<file path="config.mk">
export PLATFORM = sky130hd
export DESIGN_NAME = prbs_sat_counter
export DESIGN_NICKNAME = d
export VERILOG_FILES = /design/src/rtl/prbs_sat_counter.sv
export SDC_FILE = /design/constraint.sdc
export NUM_CORES = 1
export LEC_CHECK = 0
export CORE_UTILIZATION = 35
export CTS_CLUSTER_SIZE = 16
export DETAILED_ROUTE_END_ITERATION = 16
export PLACE_DENSITY = 0.58
export SYNTH_ARGS = -nofsm -noshare
export SYNTH_HDL_FRONTEND = slang
export SYNTH_SLANG_ARGS = --single-unit
</file>
<file path="constraint.sdc">
create_clock -name i_clk -period 1.6 [get_ports i_clk]
set_input_delay 0.24 -clock i_clk [delete_from_list [all_inputs] [get_ports i_clk]]
set_output_delay 0.24 -clock i_clk [all_outputs]
set_load 0.03 [all_outputs]
</file>
<file path="src/rtl/prbs_sat_counter.sv">
// prbs_sat_counter: saturating up-counter with synchronous clear.
//   i_clk, i_arst - clock, asynchronous active-high reset
//   i_inc         - count up by one (holds at all-ones)
//   i_clr         - clear; clear together with inc loads 1
//   o_count       - registered count
module prbs_sat_counter #(
  parameter int W = 16
) (
  input  logic         i_clk,
  input  logic         i_arst,
  input  logic         i_inc,
  input  logic         i_clr,
  output logic [W-1:0] o_count
);

  always_ff @(posedge i_clk or posedge i_arst) begin
    if (i_arst) begin
      o_count <= '0;
    end else if (i_clr) begin
      o_count <= i_inc ? W'(1) : '0;
    end else if (i_inc && (o_count != '1)) begin
      o_count <= o_count + W'(1);
    end
  end

endmodule

</file>
==> metrics.md <==
| Metric | Value |
|---|---|
| Initial antenna violation count | `0` |
| Final #Nets | `160` |
| Setup slack after layout | `-0.0678 ns` |
| Internal | `565 µW` |
| FFs w/ async S/R, synth | `1.00` |
| Syn nets | `101` |
| Final critical-path required period | `1.67 ns` |
| Largest net degree at the start of global routing | `17` |
| Synth warn | `0` |
| RSZ-0062 raised after global routing | `true` |
| Die width | `53.4 µm` |
| LEAKAGE | `0.691 nW` |
| Net Sw Frac | `0.273` |
| Initial Util | `0.373` |
| Row cnt | `18` |
| Total Power | `777 µW` |
| Chip height | `53.4 µm` |
| Met3 WL | `72 µm` |
| GP Congestion | `0.819` |
| DP HPWL | `1750 µm` |
| P per Cell Area | `503 mW/mm²` |
| Bufs and invs on worst path | `1` |
| DP Area | `0.00137 mm²` |
| Critical path startpoint category | `register` |
| Top Ports | `20` |
| Gr usage total | `0.225` |
| Yosys top cell by area | `dfrtp_1` |
| Hold WC Path Type | `in -> async` |
| Placed Instances | `169` |
| Hold Fails Final Rpt | `0` |
| Post-Syn Area | `925 µm²` |
| Worst clock skew | `0.000668 ns` |
| Critical path cell sequence | `buf_6, and4_4, nand4_1, or4_4, a21oi_2` |
| Die Area | `0.00285 mm²` |
| Final worst path period share | `1.04` |
| Setup CP Type | `reg -> reg` |
| TritonCTS clock tree | `done` |
| Setup violators final | `6` |
| Worst Tran Pin Value | `0.428 ns` |
| Max-slew violations | `0` |
| First-pass GRT wire length | `4570 µm` |
| Vias in the first global route | `963` |
| Clk_lat worst skew | `0.29 ns` |
| Post-Layout Inst Area | `0.00155 mm²` |
| Status | `finished, violations left` |
| CP required | `1.83 ns` |
| Number of buffers added on ports | `19` |
| Worst-path maximum fanout | `4` |
| R2R cell count | `5` |
| Relative slew slack | `0.714` |
| CTS clock-pin slew for the worst setup and hold paths | `0.10 ns` |
| Clock Power Share | `0.307` |
| CP peak stage delay | `0.58 ns` |
| DR vias/cell | `5.36` |
| Hold Buf Count CTS | `0` |
| WL/cell | `14.4 µm` |
| Main synth FF type | `dfrtp_1` |
| Synth Register Bits | `16` |
| FF-to-FF Start | `o_count[4]` |
| Met1 wire length | `1170 µm` |
| DR vias | `986` |
| Cell count after synthesis | `96` |
| Fmax | `600 MHz` |
| # diodes | `0` |
| P&R area growth vs syn | `67.1%` |
| DRT iter0 DRCs | `17` |
| Max Cap Violations | `0` |
| Largest regs | `o_count x16` |
| Uppermost routed layer | `met4` |
| Syn Area/Cell | `9.63 µm²` |
| Final Util | `0.624` |
| Slowest CP cell | `or4_4` |
| CTS max path bufs | `2` |
| Largest register FFs | `16` |
| Seq pwr share | `0.541` |
| # H-tree levels | `1` |
| Failing checks | `negative setup slack` |
| CP Data Arrival Time | `1.89 ns` |
| Num CTS Buffers | `3` |
| Psw | `212 µW` |
| Drt pass-1 iters | `6` |
| Post-synth top area share | `0.433` |
| Core area | `0.00248 mm²` |
| Worst vdd ir | `358 µV` |
| Final wirelength | `2650 µm` |
| Remaining global-route overflow | `0` |
| FF-to-FF setup slack | `-0.07 ns` |
| Share of cells above drive strength 1 | `0.513` |
| Synth area leaders | `dfrtp_1 (43%), a21oi_1 (6.0%), o31ai_1 (4.9%), or4_1 (4.1%), nand4_1 (3.4%)` |
| Met2 WL post-DR | `1340 µm` |
| Crit-path leading delay family | `simple AND/OR/NAND/NOR gates` |
| Logic pwr share | `0.152` |
| Number of remaining DRC errors | `0` |
| Reg-to-reg endpoint | `o_count[13]` |
| Final Non-Filler Cells | `184` |
| Total clock sinks | `16` |
| Fillcell total | `240` |
| Antenna-violating nets left | `0` |
| Cell variety after synth | `31` |
| Setup TNS | `-0.167 ns` |
| Element type at the critical path end | `register` |
| Register area share after synthesis | `0.433` |
| Reg with most FFs | `o_count` |
| Post-synth EDFFs | `0` |
| Root Buffer Master | `clkbuf_4` |
## cell usage after synthesis (3+ instances only)
cell     count
nand4_1      5
o31ai_1      6
o21ai_1      3
nor2_1       3
inv_1        4
or3_1        5
or4_1        5
nand2_1      8
nand3_1      4
a21oi_1     11
dfrtp_1     16
## how the worst max path moves through the flow
stage / startpoint / to / slack (ns) / cells past startpoint
after floorplan: o_count[0] / o_count[12] / -0.13 / 5
after global placement: i_inc / o_count[12] / -0.23 / 5
after detailed placement: i_inc / o_count[12] / -0.27 / 5
after CTS: o_count[4] / o_count[13] / -0.02 / 5
after global routing: o_count[4] / o_count[13] / -0.13 / 5
final: o_count[4] / o_count[13] / -0.07 / 5
## power by group through the flow
stage,clock network [mW],logic [mW],registers (mW)
2_1_floorplan,0,0.0409,0.446
3_3_place_gp,0,0.116,0.428
3_5_place_dp,0,0.118,0.429
4_1_cts,0.247,0.118,0.421
5_1_grt,0.260,0.133,0.422
6_report,0.238,0.118,0.421
## layout make-up
cell class / instances / area (µm²) / area share
inverter: 4 / 15.0 / 0.00972
timing repair buffer: 56 / 452 / 0.292
tap: 30 / 37.5 / 0.0243
sequential: 16 / 419 / 0.271
multi-input combinational: 74 / 596 / 0.385
clock buffer: 4 / 26.3 / 0.0170
## per-layer routing
metal / vias up / GRT usage
li1: 487 / -
met3: 6 / 0.0316
met2: 17 / 0.381
met4: 0 / 0.101
met5: - / 0
met1: 476 / 0.277
## through the flow
step | hold WS [ns] | worst slack (ns)
finish | 0.245 | -0.0678
global placement | 0.567 | -0.228
detailed placement | 0.576 | -0.267
global route | 0.273 | -0.127
CTS | 0.246 | -0.0248
floorplan | 0.153 | -0.129
## worst min-delay path, stage by stage
cell and delay [ns]:
clkdlybuf4s50_1 0.39, inv_1 0.05, buf_4 0.23
## kinds of logic after synthesis
kind of cell               Yosys count  synth area share
DFF                                 16             0.433
adders and majority gates            1            0.0135
AOI/OAI and AO/OA                   27             0.207
and+or+nand+nor                     44             0.302
xor gates and xnor gates             1           0.00947
buffers and inverters                6            0.0243
muxes                                1            0.0108
## repair_timing
item	CTS	global route
endpoints found under the setup margin	28	16
pin swaps	10	10
setup buffers	6	6
resized for setup	23	17
## layout by cell type (no fill, tap or decap), types with 2 or more instances in the layout
cell type | Yosys | layout
dlygate4sd2_1 | 0 | 15
o41ai_4 | 1 | 2
buf_6 | 0 | 2
clkdlybuf4s50_1 | 0 | 3
or3_1 | 5 | 5
and3_1 | 2 | 2
nand3_1 | 4 | 2
nor3_2 | 1 | 2
nand3_2 | 0 | 2
nor2_1 | 3 | 3
inv_1 | 4 | 4
a21oi_2 | 0 | 3
or4_4 | 0 | 2
nand2_1 | 8 | 7
o21ai_1 | 3 | 5
dfrtp_2 | 0 | 15
and4_4 | 0 | 2
clkbuf_4 | 0 | 3
a21oi_1 | 11 | 8
nand4_1 | 5 | 5
or4_1 | 5 | 3
o31ai_1 | 6 | 5
buf_4 | 0 | 35
a211oi_2 | 0 | 2
No activity file was read; power rests on OpenSTA's default activity.
